File: config.mk
export PLATFORM = sky130hd
export DESIGN_NAME = noc_traffic_node
export DESIGN_NICKNAME = d
export VERILOG_FILES = /design/src/rtl/noc_traffic_node.sv
export SDC_FILE = /design/constraint.sdc
export NUM_CORES = 1
export LEC_CHECK = 0
export ABC_AREA = 1
export BUFFER_PORTS_ARGS = -buffer_cell sky130_fd_sc_hd__buf_2
export CAP_MARGIN = 5
export CELL_PAD_IN_SITES_DETAIL_PLACEMENT = 1
export CELL_PAD_IN_SITES_GLOBAL_PLACEMENT = 1
export CORE_MARGIN = 2
export CORE_UTILIZATION = 42
export CTS_CLUSTER_SIZE = 28
export DETAILED_ROUTE_END_ITERATION = 6
export PLACE_DENSITY = 0.9
export SLEW_MARGIN = 10
export SYNTH_ARGS = -nofsm -noshare
export SYNTH_HDL_FRONTEND = slang
export SYNTH_SLANG_ARGS = --single-unit
File: constraint.sdc
create_clock -name noc_clk -period 4.15 [get_ports noc_clk]
set_input_delay 0.83 -clock noc_clk [delete_from_list [all_inputs] [get_ports noc_clk]]
set_output_delay 0.83 -clock noc_clk [all_outputs]
set_load 0.01 [all_outputs]
File: src/rtl/noc_traffic_node.sv
// NoC test endpoint: generates PKT_NUM multi-flit packets towards one destination
// and reassembles/checks every packet it receives, one checker FSM per virtual channel.
`ifndef Noc_Data_Width
`define Noc_Data_Width 64
`endif
`ifndef Noc_ID_X_Width
`define Noc_ID_X_Width 4
`endif
`ifndef Noc_ID_Y_Width
`define Noc_ID_Y_Width 4
`endif
`ifndef Axi_LEN_Bit
`define Axi_LEN_Bit 8
`endif
`ifndef Noc_Marker_Width
`define Noc_Marker_Width 4
`endif
`ifndef Noc_Type_Width
`define Noc_Type_Width 2
`endif
`ifndef Noc_Order_Width
`define Noc_Order_Width 4
`endif
`ifndef Noc_Head_H
`define Noc_Head_H 4'hC
`endif
`ifndef Noc_Head_E
`define Noc_Head_E 4'h3
`endif
`ifndef Noc_Tail_H
`define Noc_Tail_H 4'hE
`endif
`ifndef Noc_Tail_E
`define Noc_Tail_E 4'h7
`endif

module noc_traffic_node #(
  parameter logic [`Noc_ID_X_Width-1:0] X_ID      = '0,
  parameter logic [`Noc_ID_Y_Width-1:0] Y_ID      = '0,
  parameter logic [`Noc_ID_X_Width-1:0] DEST_X_ID = '0,
  parameter logic [`Noc_ID_Y_Width-1:0] DEST_Y_ID = '0,
  parameter int unsigned PKT_NUM    = 16,
  parameter int unsigned DATA_FLITS = 1,
  parameter int unsigned GAP_CYCLES = 0,
  parameter int unsigned VC_NUM     = 1
) (
  input  logic                       noc_clk,
  input  logic                       noc_rst_n,
  input  logic                       start,
  input  logic                       rx_stall,
  input  logic [VC_NUM-1:0]          receive_valid,
  output logic [VC_NUM-1:0]          receive_ready,
  input  logic [`Noc_Data_Width-1:0] receive_flit,
  input  logic                       receive_is_header,
  input  logic                       receive_is_tail,
  output logic [VC_NUM-1:0]          sender_valid,
  input  logic [VC_NUM-1:0]          sender_ready,
  output logic [`Noc_Data_Width-1:0] sender_flit,
  output logic                       sender_is_header,
  output logic                       sender_is_tail,
  output logic [15:0]                tx_pkt_cnt,
  output logic [15:0]                rx_pkt_cnt,
  output logic [15:0]                rx_err_cnt,
  output logic                       tx_done
);

  localparam int DW      = `Noc_Data_Width;
  localparam int MW      = `Noc_Marker_Width;
  localparam int ID_W    = `Noc_ID_X_Width + `Noc_ID_Y_Width;
  localparam int TW      = `Noc_Type_Width;
  localparam int OW      = `Noc_Order_Width;
  localparam int LW      = `Axi_LEN_Bit;
  localparam int PAD_W   = DW - (2 * MW + 2 * ID_W + TW + OW + LW);
  localparam int SRC_LSB = DW - MW - ID_W;
  localparam int DST_LSB = SRC_LSB - ID_W;
  localparam int LEN_LSB = PAD_W + MW;
  localparam int E_LSB   = PAD_W;

  localparam logic [15:0] LAST_SEQ = 16'(PKT_NUM - 1);
  localparam logic [7:0]  LAST_IDX = 8'(DATA_FLITS - 1);
  localparam logic [7:0]  LAST_GAP = 8'(GAP_CYCLES - 1);
  localparam logic [1:0]  LAST_VC  = 2'(VC_NUM - 1);

  function automatic logic [DW-1:0] mk_ctrl(input logic [MW-1:0] h, input logic [MW-1:0] e,
                                            input logic [15:0] seq);
    mk_ctrl = {h, X_ID, Y_ID, DEST_X_ID, DEST_Y_ID, {TW{1'b0}}, seq[OW-1:0],
               LW'(DATA_FLITS), e, {PAD_W{1'b0}}};
  endfunction

  function automatic logic [DW-1:0] mk_data(input logic [15:0] seq, input logic [7:0] k);
    mk_data = DW'({seq[7:0], k});
  endfunction

  function automatic logic [15:0] sat_inc(input logic [15:0] c);
    sat_inc = (c == 16'hFFFF) ? c : c + 16'd1;
  endfunction

  function automatic logic [VC_NUM-1:0] vc_onehot(input logic [1:0] vc);
    vc_onehot = '0;
    for (int v = 0; v < VC_NUM; v++) vc_onehot[v] = (vc == 2'(v));
  endfunction

  // ---------------- sender ----------------
  typedef enum logic [2:0] {S_IDLE, S_HEADER, S_DATA, S_TAIL, S_GAP, S_DONE} snd_state_t;

  snd_state_t        snd_state_q, snd_state_d;
  logic [15:0]       seq_q, seq_d, tx_cnt_q, tx_cnt_d;
  logic [1:0]        vc_q, vc_d, vc_next;
  logic [7:0]        idx_q, idx_d, gap_q, gap_d;
  logic              done_q, done_d, hdr_q, hdr_d, tail_q, tail_d;
  logic [VC_NUM-1:0] valid_q, valid_d;
  logic [DW-1:0]     flit_q, flit_d;
  logic              accepted;

  assign accepted = |(valid_q & sender_ready);
  assign vc_next  = (vc_q == LAST_VC) ? 2'd0 : vc_q + 2'd1;

  always_comb begin
    snd_state_d = snd_state_q;
    seq_d       = seq_q;
    vc_d        = vc_q;
    idx_d       = idx_q;
    gap_d       = gap_q;
    tx_cnt_d    = tx_cnt_q;
    done_d      = done_q;
    valid_d     = valid_q;
    flit_d      = flit_q;
    hdr_d       = hdr_q;
    tail_d      = tail_q;
    case (snd_state_q)
      S_IDLE: if (start) begin
        if (PKT_NUM == 0) begin
          snd_state_d = S_DONE;
          done_d      = 1'b1;
        end else begin
          snd_state_d = S_HEADER;
          seq_d       = '0;
          vc_d        = '0;
          valid_d     = vc_onehot(2'd0);
          flit_d      = mk_ctrl(`Noc_Head_H, `Noc_Head_E, 16'd0);
          hdr_d       = 1'b1;
          tail_d      = 1'b0;
        end
      end
      S_HEADER: if (accepted) begin
        snd_state_d = S_DATA;
        idx_d       = '0;
        flit_d      = mk_data(seq_q, 8'd0);
        hdr_d       = 1'b0;
      end
      S_DATA: if (accepted) begin
        if (idx_q == LAST_IDX) begin
          snd_state_d = S_TAIL;
          flit_d      = mk_ctrl(`Noc_Tail_H, `Noc_Tail_E, seq_q);
          tail_d      = 1'b1;
        end else begin
          idx_d  = idx_q + 8'd1;
          flit_d = mk_data(seq_q, idx_q + 8'd1);
        end
      end
      S_TAIL: if (accepted) begin
        tx_cnt_d = sat_inc(tx_cnt_q);
        tail_d   = 1'b0;
        valid_d  = '0;
        flit_d   = '0;
        if (seq_q == LAST_SEQ) begin
          snd_state_d = S_DONE;
          done_d      = 1'b1;
        end else begin
          seq_d = seq_q + 16'd1;
          vc_d  = vc_next;
          if (GAP_CYCLES == 0) begin
            snd_state_d = S_HEADER;
            valid_d     = vc_onehot(vc_next);
            flit_d      = mk_ctrl(`Noc_Head_H, `Noc_Head_E, seq_q + 16'd1);
            hdr_d       = 1'b1;
          end else begin
            snd_state_d = S_GAP;
            gap_d       = '0;
          end
        end
      end
      S_GAP: begin
        if (gap_q == LAST_GAP) begin
          snd_state_d = S_HEADER;
          valid_d     = vc_onehot(vc_q);
          flit_d      = mk_ctrl(`Noc_Head_H, `Noc_Head_E, seq_q);
          hdr_d       = 1'b1;
        end else begin
          gap_d = gap_q + 8'd1;
        end
      end
      S_DONE: begin
        valid_d = '0;
        done_d  = 1'b1;
      end
      default: snd_state_d = S_IDLE;
    endcase
  end

  always_ff @(posedge noc_clk or negedge noc_rst_n) begin
    if (!noc_rst_n) begin
      snd_state_q <= S_IDLE;
      seq_q       <= '0;
      vc_q        <= '0;
      idx_q       <= '0;
      gap_q       <= '0;
      tx_cnt_q    <= '0;
      done_q      <= 1'b0;
      valid_q     <= '0;
      flit_q      <= '0;
      hdr_q       <= 1'b0;
      tail_q      <= 1'b0;
    end else begin
      snd_state_q <= snd_state_d;
      seq_q       <= seq_d;
      vc_q        <= vc_d;
      idx_q       <= idx_d;
      gap_q       <= gap_d;
      tx_cnt_q    <= tx_cnt_d;
      done_q      <= done_d;
      valid_q     <= valid_d;
      flit_q      <= flit_d;
      hdr_q       <= hdr_d;
      tail_q      <= tail_d;
    end
  end

  assign sender_valid     = valid_q;
  assign sender_flit      = flit_q;
  assign sender_is_header = hdr_q;
  assign sender_is_tail   = tail_q;
  assign tx_pkt_cnt       = tx_cnt_q;
  assign tx_done          = done_q;

  // ---------------- receiver ----------------
  typedef enum logic [1:0] {R_WAIT_HDR, R_DATA, R_TAIL, R_DISCARD} rcv_state_t;

  rcv_state_t        rx_state_q [VC_NUM];
  rcv_state_t        rx_state_d [VC_NUM];
  logic [ID_W-1:0]   src_q [VC_NUM];
  logic [ID_W-1:0]   src_d [VC_NUM];
  logic [7:0]        len_q [VC_NUM];
  logic [7:0]        len_d [VC_NUM];
  logic [7:0]        ridx_q [VC_NUM];
  logic [7:0]        ridx_d [VC_NUM];
  logic [VC_NUM-1:0] rdy_q, take;
  logic [15:0]       rx_cnt_q, err_cnt_q;
  logic              pkt_inc, err_inc;

  logic [MW-1:0]   f_h, f_e;
  logic [ID_W-1:0] f_src, f_dst;
  logic [7:0]      f_len, f_idx;

  assign f_h   = receive_flit[DW-1 -: MW];
  assign f_e   = receive_flit[E_LSB +: MW];
  assign f_src = receive_flit[SRC_LSB +: ID_W];
  assign f_dst = receive_flit[DST_LSB +: ID_W];
  assign f_len = 8'(receive_flit[LEN_LSB +: LW]);
  assign f_idx = receive_flit[7:0];
  assign take  = receive_valid & rdy_q;

  always_comb begin
    rx_state_d = rx_state_q;
    src_d      = src_q;
    len_d      = len_q;
    ridx_d     = ridx_q;
    pkt_inc    = 1'b0;
    err_inc    = 1'b0;
    for (int v = 0; v < VC_NUM; v++) begin
      if (take[v]) begin
        case (rx_state_q[v])
          R_WAIT_HDR: begin
            if (receive_is_header && f_h == `Noc_Head_H && f_e == `Noc_Head_E &&
                f_dst == {X_ID, Y_ID}) begin
              src_d[v]      = f_src;
              len_d[v]      = f_len;
              ridx_d[v]     = '0;
              rx_state_d[v] = (f_len == 8'd0) ? R_TAIL : R_DATA;
            end else begin
              err_inc = 1'b1;
              if (!receive_is_tail) rx_state_d[v] = R_DISCARD;
            end
          end
          R_DATA: begin
            if (f_idx == ridx_q[v] && !receive_is_header && !receive_is_tail) begin
              ridx_d[v] = ridx_q[v] + 8'd1;
              if (ridx_q[v] == len_q[v] - 8'd1) rx_state_d[v] = R_TAIL;
            end else begin
              err_inc       = 1'b1;
              rx_state_d[v] = receive_is_tail ? R_WAIT_HDR : R_DISCARD;
            end
          end
          R_TAIL: begin
            if (receive_is_tail && f_h == `Noc_Tail_H && f_e == `Noc_Tail_E && f_src == src_q[v])
              pkt_inc = 1'b1;
            else
              err_inc = 1'b1;
            rx_state_d[v] = R_WAIT_HDR;
          end
          R_DISCARD: if (receive_is_tail) rx_state_d[v] = R_WAIT_HDR;
          default: rx_state_d[v] = R_WAIT_HDR;
        endcase
      end
    end
  end

  // ready is a registered copy of ~rx_stall, so a stall takes effect one cycle late
  always_ff @(posedge noc_clk or negedge noc_rst_n) begin
    if (!noc_rst_n) begin
      for (int v = 0; v < VC_NUM; v++) begin
        rx_state_q[v] <= R_WAIT_HDR;
        src_q[v]      <= '0;
        len_q[v]      <= '0;
        ridx_q[v]     <= '0;
      end
      rdy_q     <= '0;
      rx_cnt_q  <= '0;
      err_cnt_q <= '0;
    end else begin
      rx_state_q <= rx_state_d;
      src_q      <= src_d;
      len_q      <= len_d;
      ridx_q     <= ridx_d;
      rdy_q      <= {VC_NUM{~rx_stall}};
      if (pkt_inc) rx_cnt_q <= sat_inc(rx_cnt_q);
      if (err_inc) err_cnt_q <= sat_inc(err_cnt_q);
    end
  end

  assign receive_ready = rdy_q;
  assign rx_pkt_cnt    = rx_cnt_q;
  assign rx_err_cnt    = err_cnt_q;

endmodule

==> flow_metrics.tcl, run 1 <==
set metrics [dict create \
    status "finished, final reports clean" \
    dpl_worst_slack_ps 1320 \
    routed_antenna_nets 0 \
    critPathLaunchType "register" \
    worst_hold_path.endpoint "sender_flit[6]" \
    synth.ff_latch_count 138 \
    drt_wl_total_um 23900 \
    cts_sinks 138 \
    ff2ff_path_depth 11 \
    detailedRoute.firstPassIterationCount 4 \
    grt_max_degree 95 \
    busiest_layer "met2" \
    final_layout_size_suffix_gt1_frac 0.157 \
    top_level_ports 189 \
    globalRouteOverflowTotal 0 \
    dp.final_hpwl_um 17400 \
    per_cell_routed_wire_length_um 15.4 \
    postSynthAreaPerCell_um2 7.34 \
    grt_setup_unrepaired "false" \
    critical_path.reg2reg.endpoint "seq_q[8]" \
    post_cts.resized_instances 0 \
    clock_tree.htree_level_count 4 \
    most-common-layout-cells "sky130_fd_sc_hd__nand2_1, sky130_fd_sc_hd__dfrtp_1, sky130_fd_sc_hd__inv_1, sky130_fd_sc_hd__buf_2, sky130_fd_sc_hd__nor2_1" \
    synth_area_leader_cell "sky130_fd_sc_hd__dfrtp_1" \
    cts.hold.buffers_added 0 \
    tritoncts "done" \
    timing.hold.worst.start "sender_flit[6]" \
    critical-path-max-stage-delay_ps 720 \
    track_usage 0.230 \
    globalplace.congestion 0.868 \
    first_pass_grt_wire_length_um 40800 \
    cpLargestDelayFamily "simple AND/OR/NAND/NOR gates" \
    worstSetupPathDepth 11 \
    timing.max_cap.violations 0 \
    synth_cell_types 40 \
    r2r_start "snd_state_q[1]" \
    antenna_cells_inserted 0 \
    clockBufferDepth 2 \
    clk_latency_ps 420 \
    buffer_ports.inserted 127 \
    met3_usage 0.0351 \
    timing.final.setup_violations 0 \
    synth.yosys.seq_area_share 0.408 \
    hold_path_depth 2 \
    fill_cells 2537 \
    synth.cell_area_um2 8460 \
    global_route.usage.met1 0.288 \
    max_freq_mhz 350 \
    critical_path_buf_inv_count 5 \
    layout.nets 1360 \
    holdCritPathClass "register to register" \
    area_growth_syn_to_layout_pct 15.8 \
    clock-root-buffer "sky130_fd_sc_hd__clkbuf_16" \
    critical_path_peak_fanout 22 \
    cp_data_arrival_time_ps 3210 \
    timing_worst_setup_path_type "register to register" \
    cts-buffers-inserted 17 \
    rows 51 \
    timing.critical_path.required_ps 4500 \
    gr_util_met2 0.404 \
    power-per-cell-area_nw_per_um2 353 \
    vias 8017 \
    start_util 0.432 \
    fp.coreArea_um2 19600 \
    commonest_non_fill_non_tap_cell_in_the_layout "sky130_fd_sc_hd__nand2_1" \
    worst_pin_slew_ps 938 \
    ys_async_sr_fraction 1.00 \
    cts.reportedPaths.clkPinSlew_ps 60 \
    max-vdd-ir-drop_mv 0.236 \
    vias_in_the_first_global_route 8453 \
    fin_tns_setup_ps 0 \
    slew-limit-headroom 0.374 \
    post_cts.repair.setup_buffers 0 \
    finalWorstPathRequiredPeriod_ps 2860 \
    cellLeakagePower_uw 0.00517 \
    synth-main-ff-cell "sky130_fd_sc_hd__dfrtp_1" \
    post-route-drc-count 0 \
    critPathSlowestCell "sky130_fd_sc_hd__nor2_2" \
    fp.dieArea_um2 21300 \
    route.detailed.vias_per_inst 5.16 \
    rrSetupSlack_ps 1290 \
    synth_top_area_share 0.408 \
    postSynthCellCount 1153 \
    hold_viol 0 \
    setup_slack_ps 1290 \
    ys_warn_count 0 \
    finalClockSkew_ps 12.5 \
    edff_count_synth 0 \
    crit_path_end_kind "register" \
    drt-initial-drc-count 402 \
    final-max-slew-violation-count 0 \
    floorplan.die.height_um 146 \
    synth_area_leaders "sky130_fd_sc_hd__dfrtp_1, sky130_fd_sc_hd__nand2_1, sky130_fd_sc_hd__inv_1, sky130_fd_sc_hd__nand4_1, sky130_fd_sc_hd__nor2_1" \
    crit_chain "inv_1, nor2_2, inv_2, nor2_4, inv_1, nand2_1, inv_1, nor2_2, buf_4, nand4_1, o21ai_2" \
    period_share 0.689 \
    horizontal_die_dimension_um 146 \
    initial_antenna_violation_count 0 \
    critPathMostFrequentCell "sky130_fd_sc_hd__inv_1" \
]
-- layout make-up --
cell class,instances,area [µm²],area share
multi-input cells,840,4150,0.423
flip-flops and latches,138,3450,0.352
repair buffers,132,692,0.0706
inverters,148,556,0.0567
clock buffers,19,443,0.0452
well taps,265,332,0.0338
clock inverters,12,174,0.0177
-- per-layer routing --
metal / wire, µm / up-vias
li1: - / 3883
met1: 10800 / 3955
met2: 12000 / 147
met3: 687 / 32
met4: 410 / 0
met5: 0 / -
-- worst reg2reg max path, stage by stage, from the launching register on --
cell and delay (ps):
sky130_fd_sc_hd__dfrtp_1 420, sky130_fd_sc_hd__inv_1 90, sky130_fd_sc_hd__nor2_2 140, sky130_fd_sc_hd__inv_2 70, sky130_fd_sc_hd__nor2_4 460, sky130_fd_sc_hd__inv_1 160
sky130_fd_sc_hd__nand2_1 120, sky130_fd_sc_hd__inv_1 50, sky130_fd_sc_hd__nor2_2 720, sky130_fd_sc_hd__buf_4 320, sky130_fd_sc_hd__nand4_1 150, sky130_fd_sc_hd__o21ai_2 100
-- stage by stage --
step           hold slack [ps]  utilization  cell area, µm²  power (µW)  cells
6_report                   463        0.500            9800        3450   1554
2_1_floorplan              446            -            8590        1740   1189
3_5_place_dp               454        0.469            9180        1870   1523
4_1_cts                    469        0.500            9800        3490   1554
3_3_place_gp               452        0.469            9180        1850   1523
5_1_grt                    486        0.500            9800        3610   1554
-- cells by family after synthesis --
kind of cell | Yosys count | share of synthesized area
flops | 138 | 0.408
compound gates | 96 | 0.0618
fa+ha+maj | 11 | 0.0163
simple gates | 640 | 0.338
other cells | 1 | 0.000443
buf+inv | 211 | 0.117
xor+xnor | 56 | 0.0580
-- report_power, final --
| part | switching, µW | leakage (µW) | internal [µW] |
|---|---|---|---|
| sequential | 60.8 | 0.00176 | 1380 |
| combinational | 291 | 0.00311 | 119 |
| clock | 588 | 0.000303 | 1020 |
| total | 940 | 0.00517 | 2520 |
-- flip-flops by register name (all words and copies together) (netlist names), 2 cells and up --
signal	cells
ridx_q	8
snd_state_q	3
vc_q	2
tx_pkt_cnt	16
src_q	8
len_q	8
gap_q	8
rx_state_q	2
sender_flit	22
rx_err_cnt	16
rx_pkt_cnt	16
seq_q	16
idx_q	8
-- Yosys cell counts, types with 4 or more instances --
master                     instances
sky130_fd_sc_hd__nand2_1         344
sky130_fd_sc_hd__dfrtp_1         138
sky130_fd_sc_hd__inv_1           137
sky130_fd_sc_hd__nor2_1           96
sky130_fd_sc_hd__nand3_1          70
sky130_fd_sc_hd__nand4_1          68
sky130_fd_sc_hd__o21ai_0          57
sky130_fd_sc_hd__buf_4            44
sky130_fd_sc_hd__xor2_1           29
sky130_fd_sc_hd__nor3_1           27
sky130_fd_sc_hd__xnor2_1          27
sky130_fd_sc_hd__o21ai_1          13
sky130_fd_sc_hd__ha_1             11
sky130_fd_sc_hd__buf_2            10
sky130_fd_sc_hd__inv_2            10
sky130_fd_sc_hd__a21oi_1           9
sky130_fd_sc_hd__nor2_2            7
sky130_fd_sc_hd__clkbuf_1          5
sky130_fd_sc_hd__nor4_1            5
sky130_fd_sc_hd__o21ai_2           5
sky130_fd_sc_hd__or2_2             5
sky130_fd_sc_hd__o22ai_1           4
-- worst max-delay path by stage --
stage	end	from	slack, ps
final	seq_q[8]	snd_state_q[1]	1290
after global placement	sender_flit[9]	sender_ready	1370
after floorplan	rx_pkt_cnt[10]	receive_flit[62]	2170
after detailed placement	sender_flit[9]	sender_ready	1320
after CTS	seq_q[8]	snd_state_q[1]	1320
after global routing	seq_q[8]	snd_state_q[1]	1030
No activity file was read; power rests on OpenSTA's default activity.
==> run 2: changes to the inputs <==
--- a/config.mk
+++ b/config.mk
@@ -11,10 +11,10 @@
 export CELL_PAD_IN_SITES_DETAIL_PLACEMENT = 1
 export CELL_PAD_IN_SITES_GLOBAL_PLACEMENT = 1
 export CORE_MARGIN = 2
-export CORE_UTILIZATION = 42
+export CORE_UTILIZATION = 36
 export CTS_CLUSTER_SIZE = 28
 export DETAILED_ROUTE_END_ITERATION = 6
-export PLACE_DENSITY = 0.9
+export PLACE_DENSITY = 0.83
 export SLEW_MARGIN = 10
 export SYNTH_ARGS = -nofsm -noshare
 export SYNTH_HDL_FRONTEND = slang
==> constraint.sdc (replaced) <==
create_clock -name noc_clk -period 2.5 [get_ports noc_clk]
set_input_delay 0.5 -clock noc_clk [delete_from_list [all_inputs] [get_ports noc_clk]]
set_output_delay 0.5 -clock noc_clk [all_outputs]
set_load 0.01 [all_outputs]
==> run 2 against run 1 <==
  * Register-to-register slack worse by 910 ps
  * Via count shrank 1.1%
  * Clock power grew 62%
  * Wire length down 1.0%
  * Sequential cell count did not move
  * Highest routed layer unchanged
  * Clock skew grew 1.3 ps
  * Largest power group unchanged
  * Sequential power increased by 66%
  * Cell count grew 4.7%
  * Cell area increased by 1.9%
==> flow_metrics.tcl, run 2 (synthesized netlist as in run 1, its figures left out) <==
set metrics [dict create \
    grt_setup_unrepaired "false" \
    timing.final.setup_violations 0 \
    largest_register_ff_count 22 \
    max-vdd-ir-drop_mv 0.394 \
    cp_data_arrival_time_ps 2460 \
    cts.hold.buffers_added 0 \
    post-route-drc-count 0 \
    fin_tns_setup_ps 0 \
    power-per-cell-area_nw_per_um2 566 \
    timing_worst_setup_path_type "register to register" \
    crit_path_end_kind "register" \
    grt_max_degree 55 \
    most-common-layout-cells "sky130_fd_sc_hd__nand2_1, sky130_fd_sc_hd__dfrtp_1, sky130_fd_sc_hd__inv_1, sky130_fd_sc_hd__buf_2, sky130_fd_sc_hd__nor2_1" \
    post_cts.repair.setup_buffers 0 \
    cts_sinks 138 \
    critPathLaunchType "register" \
    layout.nets 1377 \
    status "finished, final reports clean" \
    horizontal_die_dimension_um 157 \
    vias_in_the_first_global_route 8084 \
    timing.max_cap.violations 0 \
    initial_antenna_violation_count 1 \
    fp.coreArea_um2 23300 \
    final-max-slew-violation-count 0 \
    finalWorstPathRequiredPeriod_ps 2110 \
    fill_cells 2972 \
    rows 56 \
    cellLeakagePower_uw 0.00525 \
    cts-buffers-inserted 17 \
    slew-limit-headroom 0.481 \
    p_total_uw 5660 \
    worst_pin_slew_ps 771 \
    critical_path_peak_fanout 16 \
    drt_wl_total_um 23700 \
    drt-initial-drc-count 349 \
    dp.final_hpwl_um 18000 \
    holdCritPathClass "primary input to asynchronous set/reset pin" \
    max_freq_mhz 473 \
    final_layout_size_suffix_gt1_frac 0.169 \
    top_level_ports 189 \
    commonest_non_fill_non_tap_cell_in_the_layout "sky130_fd_sc_hd__nand2_1" \
    post_detailed_placement_cell_area_um2 9380 \
    routed_antenna_nets 0 \
    buffer_ports.inserted 127 \
    start_util 0.364 \
    fp.dieArea_um2 24700 \
    fin_area_um2 9990 \
    hold_viol 0 \
    timing.critical_path.required_ps 2850 \
    clock-root-buffer "sky130_fd_sc_hd__clkbuf_16" \
    post_cts.resized_instances 0 \
    finalClockSkew_ps 13.8 \
    clk_latency_ps 420 \
    per_cell_routed_wire_length_um 14.5 \
    first_pass_grt_wire_length_um 39500 \
    clockBufferDepth 2 \
    cts.reportedPaths.clkPinSlew_ps 70 \
    globalplace.congestion 0.871 \
    track_usage 0.197 \
    detailedRoute.firstPassIterationCount 4 \
    area_growth_syn_to_layout_pct 18.1 \
    floorplan.die.height_um 157 \
    vias 7932 \
    globalRouteOverflowTotal 0 \
    tritoncts "done" \
    finish.utilization 0.429 \
    period_share 0.846 \
    clock_tree.htree_level_count 4 \
    route.detailed.vias_per_inst 4.88 \
]
## run 2: worst paths after layout
path	slack, ps	start	endpoint	depth (start not counted)
min	40	noc_rst_n	len_q[3]	1
max	390	rx_err_cnt[0]	rx_err_cnt[2]	9
min reg2reg	460	tx_done	tx_done	1
min in group noc_clk	220	rx_stall	receive_ready	2
max in group asynchronous	1700	noc_rst_n	tx_pkt_cnt[15]	2
max reg2reg	390	rx_err_cnt[0]	rx_err_cnt[2]	9
## run 2: area by class of cell
| class | instances | area, µm² | share of cell area |
|---|---|---|---|
| clock buffer | 20 | 467 | 0.0467 |
| timing repair buffer | 149 | 820 | 0.0820 |
| tap | 319 | 399 | 0.0400 |
| sequential | 138 | 3450 | 0.346 |
| inverter | 148 | 556 | 0.0556 |
| clock inverter | 12 | 138 | 0.0138 |
| antenna | 1 | 2.50 | 0.000251 |
| multi-input combinational | 840 | 4150 | 0.416 |
## run 2: metrics by stage
stage	instances	hold WS [ps]	worst slack [ps]
after floorplan	1189	204	722
after global placement	1594	452	127
after global routing	1627	74.8	144
final	1627	42.0	385
after CTS	1626	51.8	38.1
after detailed placement	1594	447	43.9
## run 2: critical path, stage by stage, from the launching register on
cell	delay [ps]
sky130_fd_sc_hd__dfrtp_1	430
sky130_fd_sc_hd__ha_1	250
sky130_fd_sc_hd__nand3_2	130
sky130_fd_sc_hd__nor2_4	160
sky130_fd_sc_hd__nand3_1	140
sky130_fd_sc_hd__nor4_2	210
sky130_fd_sc_hd__nand2_2	300
sky130_fd_sc_hd__nand3_4	290
sky130_fd_sc_hd__nand2_1	70
sky130_fd_sc_hd__nand2_1	70
## run 2: power breakdown
part	internal [µW]	switching [µW]	total [µW]	leakage [µW]
Sequential	2290	97.0	2390	0.00176
Combinational	201	471	672	0.00319
Clock	1560	1040	2600	0.000293
## run 2: per-layer routing
metal	part of all wire	wire length [µm]	up-vias	track usage
li1	-	-	3919	-
met1	0.45	10700	3851	0.253
met2	0.49	11700	139	0.344
met3	0.039	919	23	0.0322
met4	0.014	326	0	0.0532
met5	0	0	-	0
==> run 3: changes to the inputs <==
--- a/config.mk
+++ b/config.mk
@@ -5,16 +5,16 @@
 export SDC_FILE = /design/constraint.sdc
 export NUM_CORES = 1
 export LEC_CHECK = 0
-export ABC_AREA = 1
+export ABC_AREA = 0
 export BUFFER_PORTS_ARGS = -buffer_cell sky130_fd_sc_hd__buf_2
 export CAP_MARGIN = 5
 export CELL_PAD_IN_SITES_DETAIL_PLACEMENT = 1
 export CELL_PAD_IN_SITES_GLOBAL_PLACEMENT = 1
 export CORE_MARGIN = 2
-export CORE_UTILIZATION = 36
+export CORE_UTILIZATION = 37
 export CTS_CLUSTER_SIZE = 28
 export DETAILED_ROUTE_END_ITERATION = 6
-export PLACE_DENSITY = 0.83
+export PLACE_DENSITY = 0.82
 export SLEW_MARGIN = 10
 export SYNTH_ARGS = -nofsm -noshare
 export SYNTH_HDL_FRONTEND = slang
==> constraint.sdc (replaced) <==
create_clock -name noc_clk -period 1.86 [get_ports noc_clk]
set_input_delay 0.372 -clock noc_clk [delete_from_list [all_inputs] [get_ports noc_clk]]
set_output_delay 0.372 -clock noc_clk [all_outputs]
set_load 0.01 [all_outputs]
==> run 3 against run 2 <==
  * The flow now finishes with violations (setup timing)
  * Combinational power rose to 6.0 times the previous value
  * Cell count fell by 15%
  * Sequential share of layout area fell by 4.3 points
  * Clock-buffer cell count fell by 3
  * Cell area rose by 14%
  * Critical path depth fell by 2
  * Synthesized cell count fell by 32%
  * Maximum frequency fell by 7.3%
  * Power rose by 93%
  * Worst hold slack improved by 66 ps
  * Global-route usage rose by 4.4 points
  * Largest power group is now combinational logic
  * Highest routed layer unchanged
==> flow_metrics.tcl, run 3 <==
set metrics [dict create \
    cts.reportedPaths.clkPinSlew_ps 70 \
    clk_latency_ps 430 \
    commonest_non_fill_non_tap_cell_in_the_layout "sky130_fd_sc_hd__buf_4" \
    post-route-drc-count 0 \
    p_clk_frac 0.303 \
    violated_checks "setup timing" \
    grt_max_degree 42 \
    synth-main-ff-cell "sky130_fd_sc_hd__dfrtp_1" \
    drt-initial-drc-count 294 \
    cellLeakagePower_uw 0.00567 \
    post_synth_fa_ha_maj_area_fraction 0.0180 \
    ys_async_sr_fraction 1.00 \
    layout.nets 1178 \
    routed_antenna_nets 0 \
    yosysMostFrequentCell "sky130_fd_sc_hd__dfrtp_1" \
    period_share 1.23 \
    r2r_start "src_q[1]" \
    timing_worst_setup_path_type "register to register" \
    timing.hold.worst.start "rx_stall" \
    ff2ff_path_depth 7 \
    hold_viol 0 \
    status "complete, but fails checks" \
    synth_area_leaders "sky130_fd_sc_hd__dfrtp_1, sky130_fd_sc_hd__xnor2_1, sky130_fd_sc_hd__xor2_1, sky130_fd_sc_hd__buf_4, sky130_fd_sc_hd__nand3_1" \
    vias 7536 \
    synth_cell_types 65 \
    holdCritPathClass "primary input to register" \
    antenna_cells_inserted 0 \
    rows 52 \
    largest_register_ff_count 22 \
    power.combinational.fraction 0.368 \
    post_synth_mux_area_share 0.0365 \
    finish.utilization 0.564 \
    most-common-layout-cells "sky130_fd_sc_hd__buf_4, sky130_fd_sc_hd__dfrtp_1, sky130_fd_sc_hd__buf_2, sky130_fd_sc_hd__nand2_1, sky130_fd_sc_hd__nor2_1" \
    setup_slack_ps -421 \
    worst_pin_slew_ps 652 \
    dpl_worst_slack_ps -584 \
    track_usage 0.241 \
    slew-limit-headroom 0.560 \
    drt_wl_total_um 30600 \
    cts-buffers-inserted 17 \
    globalplace.congestion 0.842 \
    postSynthCellCount 783 \
    tritoncts "done" \
    final_layout_size_suffix_gt1_frac 0.473 \
    timing.final.setup_violations 87 \
    synth_common_cells "sky130_fd_sc_hd__dfrtp_1, sky130_fd_sc_hd__nor2_1, sky130_fd_sc_hd__nand2_1, sky130_fd_sc_hd__nand3_1, sky130_fd_sc_hd__xnor2_1" \
    hold_path_depth 2 \
    postSynthAreaPerCell_um2 9.76 \
    per_cell_routed_wire_length_um 22.2 \
    power-per-cell-area_nw_per_um2 958 \
    yosys.area_share.xor_xnor 0.112 \
    critical_path.reg2reg.endpoint "rx_pkt_cnt[15]" \
    detailedRoute.firstPassIterationCount 4 \
    clockBufferDepth 2 \
    critPathLaunchType "register" \
    route.detailed.vias_per_inst 5.47 \
    hold_ws_ps 108 \
    initial_antenna_violation_count 0 \
    fill_cells 2256 \
    finalClockSkew_ps 16.7 \
    synth.yosys.seq_area_share 0.452 \
    synth_compound_area_frac 0.0978 \
    timing.critical_path.required_ps 2170 \
    start_util 0.378 \
    top_level_ports 189 \
    critical_path_peak_fanout 5 \
    fp.coreArea_um2 20200 \
    dp.final_hpwl_um 17700 \
    timing.max_cap.violations 0 \
    intPower_uw 6790 \
    max-vdd-ir-drop_mv 0.709 \
    sw_frac_of_total 0.379 \
    grt_setup_unrepaired "true" \
    floorplan.die.height_um 148 \
    clock_tree.htree_level_count 4 \
    horizontal_die_dimension_um 148 \
    synth.cell_area_um2 7640 \
    edff_count_synth 0 \
    first_pass_grt_wire_length_um 41800 \
    rrSetupSlack_ps -420 \
    buffer_ports.inserted 127 \
    largest_family_of_logic_cells_by_synthesized_area "simple AND/OR/NAND/NOR gates" \
    fp.dieArea_um2 21800 \
    cts_sinks 138 \
    synth.ff_latch_count 138 \
    final-max-slew-violation-count 0 \
    seqPwrFrac 0.329 \
    cp_data_arrival_time_ps 2600 \
    area_growth_syn_to_layout_pct 49.4 \
    crit_path_end_kind "register" \
    finalWorstPathRequiredPeriod_ps 2280 \
    globalRouteOverflowTotal 0 \
    ys_warn_count 0 \
    synth_top_area_share 0.452 \
    clock-root-buffer "sky130_fd_sc_hd__clkbuf_16" \
    power.switching_uw 4150 \
    vias_in_the_first_global_route 7906 \
    worst_hold_path.endpoint "receive_ready" \
    synth_area_leader_cell "sky130_fd_sc_hd__dfrtp_1" \
    max_freq_mhz 438 \
    synthSimpleGateAreaFrac 0.213 \
]
run 3: cells by family after synthesis:
logic type / Yosys count
compound gates: 105
xor+xnor: 98
fa+ha+maj: 11
buf+inv: 93
flops: 138
mux: 25
other cells: 1
simple gates: 312
run 3: layout make-up:
cell class,instances,area [µm²],share of cell area
Sequential cell,138,3460,0.303
Timing Repair Buffer,326,2320,0.203
Multi-Input combinational cell,589,4660,0.408
Clock inverter,15,128,0.0112
Clock buffer,17,425,0.0373
Inverter,23,86.3,0.00756
Tap cell,270,338,0.0296
run 3: routing by layer:
metal  global-route usage  vias to the layer above  wire, µm
li1                     -                     3295         -
met1                0.284                     3869     11600
met2                0.439                      296     16500
met3               0.0519                       76      1640
met4               0.0736                        0       925
met5                    0                        -         0
run 3: worst max path at each step:
| stage | from | endpoint | slack, ps |
|---|---|---|---|
| detailed placement | receive_flit[58] | rx_err_cnt[11] | -580 |
| floorplan | receive_flit[60] | rx_err_cnt[1] | -200 |
| global placement | receive_flit[58] | rx_err_cnt[5] | -550 |
| finish | src_q[1] | rx_pkt_cnt[15] | -420 |
| global route | src_q[1] | rx_pkt_cnt[15] | -490 |
| CTS | src_q[1] | rx_err_cnt[1] | -330 |
run 3: critical path, stage by stage (launching register included):
cell	delay, ps
sky130_fd_sc_hd__dfrtp_1	400
sky130_fd_sc_hd__xor2_1	170
sky130_fd_sc_hd__or4b_4	540
sky130_fd_sc_hd__nor4_4	400
sky130_fd_sc_hd__o31a_4	240
sky130_fd_sc_hd__buf_6	120
sky130_fd_sc_hd__nand4_1	120
sky130_fd_sc_hd__xnor2_1	170
run 3: power groups by stage:
stage / clock, µW / combinational [µW] / sequential [µW]
after floorplan: 0 / 1550 / 3680
after global placement: 0 / 2790 / 3570
after detailed placement: 0 / 2910 / 3590
after CTS: 3320 / 3230 / 3550
after global routing: 3500 / 4250 / 3610
final: 3310 / 4030 / 3600
run 3: stage by stage:
stage	area [µm²]	setup TNS, ps	power [µW]	std cells
finish	11400	-16190	10900	1378
global route	11400	-20810	11400	1378
CTS	10700	-9530	10100	1359
detailed placement	9640	-22900	6500	1291
global placement	9640	-18290	6360	1291
floorplan	8010	-4680	5230	819
run 3: timing repair:
item	4_1_cts	5_1_grt
pin swaps	45	64
endpoints found under the setup margin	90	109
endpoints found under the hold margin	36	0
hold buffers	1	0
resized for setup	65	122
cloned	3	1
buffers inserted	32	20
